--- config.mk ---
export PLATFORM = sky130hd
export DESIGN_NAME = freq_mon
export DESIGN_NICKNAME = d
export VERILOG_FILES = /design/src/rtl/freq_mon_pkg.sv /design/src/rtl/freq_mon_ch.sv /design/src/rtl/freq_mon.sv
export SDC_FILE = /design/constraint.sdc
export NUM_CORES = 1
export LEC_CHECK = 0
export ABC_AREA = 1
export ABC_CLOCK_PERIOD_IN_PS = 3100
export BUFFER_PORTS_ARGS = -buffer_cell sky130_fd_sc_hd__buf_2
export CAP_MARGIN = 25
export CORE_MARGIN = 1
export CORE_UTILIZATION = 35
export DETAILED_ROUTE_END_ITERATION = 10
export GPL_TIMING_DRIVEN = 0
export HOLD_SLACK_MARGIN = 0.05
export PLACE_DENSITY = 0.59
export SYNTH_ARGS = -nofsm -noshare
export SYNTH_HDL_FRONTEND = slang
export SYNTH_SLANG_ARGS = --single-unit
--- constraint.sdc ---
create_clock -name clk_in -period 3.1 [get_ports clk_in]
set_clock_uncertainty 0.05 [all_clocks]
set_input_delay 0.62 -clock clk_in [delete_from_list [all_inputs] [get_ports clk_in]]
set_output_delay 0.62 -clock clk_in [all_outputs]
set_load 0.01 [all_outputs]
--- src/rtl/freq_mon_pkg.sv ---
// freq_mon_pkg: shared channel-state encoding, channel count and the
// expected divide ratio of each monitored clock.
package freq_mon_pkg;

    localparam int NCH        = 4;
    // Channel 0 is div-by-2; each following channel divides by one more.
    localparam int BASE_RATIO = 2;

    typedef enum logic [1:0] {
        ST_IDLE      = 2'd0,
        ST_WAIT_EDGE = 2'd1,
        ST_MEASURE   = 2'd2,
        ST_LOCKED    = 2'd3
    } ch_state_e;

    // Expected period, in clk_in cycles, of monitored channel ch.
    function automatic int exp_period(input int ch);
        return BASE_RATIO + ch;
    endfunction

endpackage

--- src/rtl/freq_mon_ch.sv ---
// freq_mon_ch: one monitor channel -- input sampler, period counter and
// lock FSM. Emits a one-cycle err_evt_o for every bad period or timeout.
// Optional duty check, compiled in with FREQ_MON_DUTY_EN.
module freq_mon_ch
    import freq_mon_pkg::*;
#(
    parameter int CNT_W    = 8,
    parameter int LOCK_CNT = 4,
    parameter int N        = 2
) (
    input  logic             clk_in,
    input  logic             rst,
    input  logic             en_i,
    input  logic             div_i,
    output logic             lock_o,
    output logic             err_evt_o,
    output logic [CNT_W-1:0] period_o,
    output logic [CNT_W-1:0] high_o
);

    // Good-count only has to reach LOCK_CNT-1; the next good period locks.
    localparam int               GOOD_W    = (LOCK_CNT > 1) ? $clog2(LOCK_CNT) : 1;
    localparam logic [GOOD_W-1:0] GOOD_LAST = GOOD_W'(LOCK_CNT - 1);
    localparam logic [CNT_W-1:0] CNT_ONE   = CNT_W'(1);
    localparam logic [CNT_W-1:0] CNT_GOOD  = CNT_W'(N);
    localparam logic [CNT_W-1:0] CNT_TMO   = CNT_W'(2 * N);
    localparam logic [CNT_W-1:0] CNT_MAX   = {CNT_W{1'b1}};

    ch_state_e         state_q, state_d;
    logic              samp_q;
    logic [CNT_W-1:0]  cnt_q, cnt_d;
    logic [CNT_W-1:0]  period_q, period_d;
    logic [GOOD_W-1:0] good_q, good_d;

    logic rise, active, start, close, timeout, duty_ok, period_good;

    assign rise        = div_i & ~samp_q;
    assign active      = en_i && (state_q == ST_MEASURE || state_q == ST_LOCKED);
    assign start       = en_i && (state_q == ST_WAIT_EDGE) && rise;
    assign close       = active && rise;
    // A rise in the timeout cycle still closes the period (as a bad one).
    assign timeout     = active && !rise && (cnt_q == CNT_TMO);
    assign period_good = (cnt_q == CNT_GOOD) && duty_ok;
    assign err_evt_o   = (close && !period_good) || timeout;
    assign lock_o      = (state_q == ST_LOCKED);
    assign period_o    = period_q;

    // FSM and period-counter next state.
    always_comb begin
        // NOTE: every output gets a default first so no path infers a latch.
        state_d  = state_q;
        cnt_d    = cnt_q;
        good_d   = good_q;
        period_d = period_q;
        if (!en_i) begin
            state_d = ST_IDLE;
            cnt_d   = '0;
            good_d  = '0;
        end else if (state_q == ST_IDLE) begin
            state_d = ST_WAIT_EDGE;
        end else if (start) begin
            state_d = ST_MEASURE;
            cnt_d   = CNT_ONE;
        end else if (close) begin
            period_d = cnt_q;
            cnt_d    = CNT_ONE;
            if (!period_good) begin
                good_d  = '0;
                state_d = ST_MEASURE;
            end else if (state_q == ST_MEASURE) begin
                if (good_q == GOOD_LAST) state_d = ST_LOCKED;
                else                     good_d  = good_q + 1'b1;
            end
        end else if (timeout) begin
            state_d = ST_WAIT_EDGE;
            cnt_d   = '0;
            good_d  = '0;
        end else if (active && cnt_q != CNT_MAX) begin
            cnt_d = cnt_q + 1'b1;
        end
    end

    // Channel state registers; reset discards any partial period.
    always_ff @(posedge clk_in or posedge rst) begin
        // NOTE: sequential state uses non-blocking assignments only.
        if (rst) begin
            state_q  <= ST_IDLE;
            samp_q   <= 1'b0;
            cnt_q    <= '0;
            good_q   <= '0;
            period_q <= '0;
        end else begin
            state_q  <= state_d;
            samp_q   <= div_i;
            cnt_q    <= cnt_d;
            good_q   <= good_d;
            period_q <= period_d;
        end
    end

`ifdef FREQ_MON_DUTY_EN
    localparam logic [CNT_W-1:0] HIGH_MIN = CNT_W'(N / 2);
    localparam logic [CNT_W-1:0] HIGH_MAX = CNT_W'((N + 1) / 2);

    logic [CNT_W-1:0] hcnt_q, hcnt_d, high_q;

    assign duty_ok = (hcnt_q >= HIGH_MIN) && (hcnt_q <= HIGH_MAX);
    assign high_o  = high_q;

    // High-time counter; the rise cycle itself is the first high cycle.
    always_comb begin
        hcnt_d = hcnt_q;
        if (!en_i || timeout)                       hcnt_d = '0;
        else if (start || close)                    hcnt_d = CNT_ONE;
        else if (active && div_i && hcnt_q != CNT_MAX) hcnt_d = hcnt_q + 1'b1;
    end

    // High-time registers; the measurement is captured when a period closes.
    always_ff @(posedge clk_in or posedge rst) begin
        if (rst) begin
            hcnt_q <= '0;
            high_q <= '0;
        end else begin
            hcnt_q <= hcnt_d;
            if (close) high_q <= hcnt_q;
        end
    end
`else
    assign duty_ok = 1'b1;
    assign high_o  = '0;
`endif

endmodule

--- src/rtl/freq_mon.sv ---
// freq_mon: monitors four divided clocks of clk_in, reporting per-channel
// lock, sticky error and a selectable readback of the last measurement.
// Build option: FREQ_MON_DUTY_EN adds a duty-cycle check to each channel.
module freq_mon
    import freq_mon_pkg::*;
#(
    parameter int CNT_W    = 8,
    parameter int LOCK_CNT = 4
) (
    input  logic             clk_in,
    input  logic             rst,
    input  logic             en,
    input  logic [NCH-1:0]   div_in,
    input  logic             clr_err,
    input  logic [1:0]       sel,
    output logic [NCH-1:0]   lock,
    output logic [NCH-1:0]   err,
    output logic [CNT_W-1:0] period_out,
    output logic [CNT_W-1:0] high_out
);

    logic [NCH-1:0]   err_evt;
    logic [NCH-1:0]   err_q, err_d;
    logic [CNT_W-1:0] ch_period [NCH];
    logic [CNT_W-1:0] ch_high   [NCH];

    for (genvar i = 0; i < NCH; i++) begin : g_ch
        freq_mon_ch #(
            .CNT_W    (CNT_W),
            .LOCK_CNT (LOCK_CNT),
            .N        (exp_period(i))
        ) u_ch (
            .clk_in    (clk_in),
            .rst       (rst),
            .en_i      (en),
            .div_i     (div_in[i]),
            .lock_o    (lock[i]),
            .err_evt_o (err_evt[i]),
            .period_o  (ch_period[i]),
            .high_o    (ch_high[i])
        );
    end

    // A new error in the clear cycle wins, so OR the events in after clearing.
    assign err_d = (err_q & ~{NCH{clr_err}}) | err_evt;

    // Sticky error flags.
    always_ff @(posedge clk_in or posedge rst) begin
        if (rst) err_q <= '0;
        else     err_q <= err_d;
    end

    assign err        = err_q;
    assign period_out = ch_period[sel];
    assign high_out   = ch_high[sel];

endmodule

==> impl_metrics.env <==
export IMPL_status="finished clean"
export IMPL_grt_pass1_vias=4498
export IMPL_gp_congestion=0.869
export IMPL_h_tree_depth=3
export IMPL_yosys_register_bits=88
export IMPL_dp_hpwl_mm=9.87
export IMPL_yosys_area_share_simple_pct=35.7
export IMPL_clockPowerShare_pct=39.0
export IMPL_drt_iter0_markers=440
export IMPL_worstSetupStartpointType="primary input"
export IMPL_numCtsBuffers=9
export IMPL_synth_xor_area_share_pct=1.42
export IMPL_yosysTopAreaCellShare_pct=39.7
export IMPL_root_buffer="clkbuf_16"
export IMPL_seqCellArea_um2=2200
export IMPL_synth_compound_gate_area_share_pct=9.46
export IMPL_die_height_um=128
export IMPL_overflow=0
export IMPL_final_nets=813
export IMPL_synthArstFlopShare_pct=100
export IMPL_drt_total_wl_mm=13.5
export IMPL_dpl_worst_slack_ns=0.628
export IMPL_syn_area_um2=5550
export IMPL_clk_pin_slew_ns=0.07
export IMPL_dr_wl_met2_mm=5.71
export IMPL_dpl_cell_area_um2=5990
export IMPL_hold_worst_slack_ns=0.195
export IMPL_ios=34
export IMPL_cts_tree="done"
export IMPL_dp_cells=989
export IMPL_ys_types=41
export IMPL_p_sw_share_pct=29.8
export IMPL_rsz0062_at_grt="no"
export IMPL_leakage_nw=3.15
export IMPL_synth_top_family_by_area="simple AND/OR/NAND/NOR gates"
export IMPL_synth_most_common_cell="nand2_1"
export IMPL_firstDrtPassIters=6
export IMPL_crit_arrival_ns=1.81
export IMPL_fin_area_um2=6310
export IMPL_cts_hold_fix_buffers=0
export IMPL_maxSlewViolCount=0
export IMPL_comb_power_share_pct=16.7
export IMPL_ys_flop_type="dfrtp_1"
export IMPL_drive_above_1_share_pct=16.6
export IMPL_min_period_over_period_pct=80.0
export IMPL_synth_area_per_cell_um2=7.44
export IMPL_port_buffers=24
export IMPL_final_min_clock_period_ns=2.48
export IMPL_netlist_instances=746
export IMPL_yosys_warnings=0
export IMPL_initial_utilization_pct=36.3
export IMPL_die_area_um2=16400
export IMPL_top_layer_used="met4"
export IMPL_cts_resized=0
export IMPL_antenna_left=0
export IMPL_drv_cap=0
export IMPL_worstPathMaxFanout=10
export IMPL_fin_cells=1005
export IMPL_ir_worst_vdd_v=0.000285
export IMPL_grtUsageTotal_pct=18.0
export IMPL_hold_viol_final=0
export IMPL_power_density_nw_per_um2=471
export IMPL_fp_coreArea_um2=15300
export IMPL_die_w_um=128
export IMPL_end_kind="output pin"
export IMPL_syn_to_final_growth_pct=13.6
export IMPL_cts_setup_buffers=0
export IMPL_yosys_top_cells_area="dfrtp_1 40%, nand2_1 14%, nand3_1 6.4%, nor2_1 5.7%, o21ai_0 5.1%"
export IMPL_max_clock_freq_mhz=403
export IMPL_synthAdderAreaFrac_pct=3.15
export IMPL_grt_max_degree=65
export IMPL_ys_top_cells_by_count="208 x nand2_1, 88 x dfrtp_1, 85 x nor2_1"
export IMPL_wl_met3_um=580
export IMPL_p_sw_uw=887
export IMPL_vias_per_cell=4.78
export IMPL_vias=4807
export IMPL_yosysTopAreaCell="dfrtp_1"
export IMPL_synth_mux_area_share_pct=0
export IMPL_wl_per_cell_um=13.5
export IMPL_worst_setup_path_type="primary input to output pin"
export IMPL_seq_power_share_pct=44.2
export IMPL_finalWorstSetupSlack_ns=0.620
export IMPL_p_int_mw=2.09
export IMPL_fp_row_count=45
export IMPL_setup_viol=0
export IMPL_worstHoldPathType="primary input to async pin"
export IMPL_critPathRequiredTime_ns=2.43
export IMPL_diodes=0
export IMPL_multi_input_area_um2=2790
export IMPL_clock_latency_ns=0.35
export IMPL_drc=0
export IMPL_synth_edf_count=0
export IMPL_grt_pass1_wl_mm=22.8
export IMPL_antenna_found_initial=0
export IMPL_clock_path_buffers=2
export IMPL_wl_met1_mm=7.16
export IMPL_ys_seq_area_share_pct=39.7
export IMPL_cts_num_sinks=88
export IMPL_fillCellCount=1608
[cell type report]
type,instances,area share [%]
Timing Repair Buffer,25,2.34
Tap cell,211,4.18
Inverter,76,4.60
Clock buffer,11,4.01
Multi-Input combinational cell,550,44.3
Buffer,39,4.68
Sequential cell,88,34.9
Clock inverter,5,0.992
[layout by cell type, fill, tap and decap left out, types with 2 or more instances in the layout]
cell type   Yosys  layout
nand2_1       208     208
nand3_2         4       4
inv_4           1       2
conb_1          1       8
buf_6           7       7
inv_1          66      65
buf_2          10      34
xor2_1          6       6
o211ai_1        5       5
nand4_2         2       2
nand3b_1        3       3
clkinvlp_4      0       2
clkbuf_1        5       5
nor2_4          7       7
o21ai_2        12      12
clkbuf_16       0       9
nor2_2          5       5
xnor2_1         3       3
o21ai_1         4       4
ha_1           14      14
nand3_1        71      71
buf_4          15      15
nand2_2         6       6
nand4_1        19      19
o21ai_0        57      57
dfrtp_1        88      88
nand2_4         3       3
inv_2           9       9
nor3_1          7       7
o22ai_1         8       8
nor2_1         85      85
a21oi_1         4       4
clkbuf_8        0       2
[metal layers]
metal  global-route usage (%)  up-vias
met1                     26.7     2230
met2                     26.1       97
li1                         -     2474
met5                        0        -
met3                     4.17        6
met4                     4.50        0
[power by group through the flow]
stage / Combinational (mW) / Sequential (mW) / Clock [mW]
final: 0.497 / 1.31 / 1.16
after global routing: 0.565 / 1.33 / 1.24
after CTS: 0.502 / 1.31 / 1.20
after detailed placement: 0.500 / 1.34 / 0
after global placement: 0.490 / 1.34 / 0
after floorplan: 0.373 / 1.31 / 0
[final timing paths]
path                                   startpoint                       end  slack (ns)  depth (start not counted)
min reg2reg                g_ch[2].u_ch.good_q[1]    g_ch[2].u_ch.good_q[1]        0.43                          2
max in group asynchronous                     rst  g_ch[1].u_ch.period_o[4]        2.18                          3
min                                           rst    g_ch[0].u_ch.good_q[0]        0.20                          2
min in group clk_in                     div_in[3]       g_ch[3].u_ch.samp_q        0.33                          1
max                                        sel[0]             period_out[1]        0.62                          6
max reg2reg                 g_ch[1].u_ch.cnt_q[0]     g_ch[1].u_ch.cnt_q[4]        1.12                         11
[worst max-delay path, stage by stage]
cell and delay, ns:
buf_2 0.14, inv_1 0.15, clkbuf_1 0.33, nor2_1 0.08, o22ai_1 0.29, buf_2 0.19
[cell families after synthesis]
family / count (synthesis)
compound gates: 91
other cells: 1
buf+inv: 115
xor+xnor: 9
fa+ha+maj: 14
flops: 88
simple gates: 428
[state kept, by name, indices dropped and copies added (netlist names)]
register	cells
g_ch.u_ch.cnt_q	32
g_ch.u_ch.period_o	32
g_ch.u_ch.good_q	8
g_ch.u_ch.state_q	8
err	4
g_ch.u_ch.samp_q	4
[metrics by stage]
step / setup TNS, ns / power [mW] / util (%)
6_report: 0 / 2.97 / 41.2
5_1_grt: 0 / 3.13 / 41.2
3_5_place_dp: 0 / 1.83 / 39.1
4_1_cts: 0 / 3.02 / 41.2
3_3_place_gp: -94.87 / 1.83 / 38.9
2_1_floorplan: 0 / 1.68 / -
No activity file was read; power rests on OpenSTA's default activity.
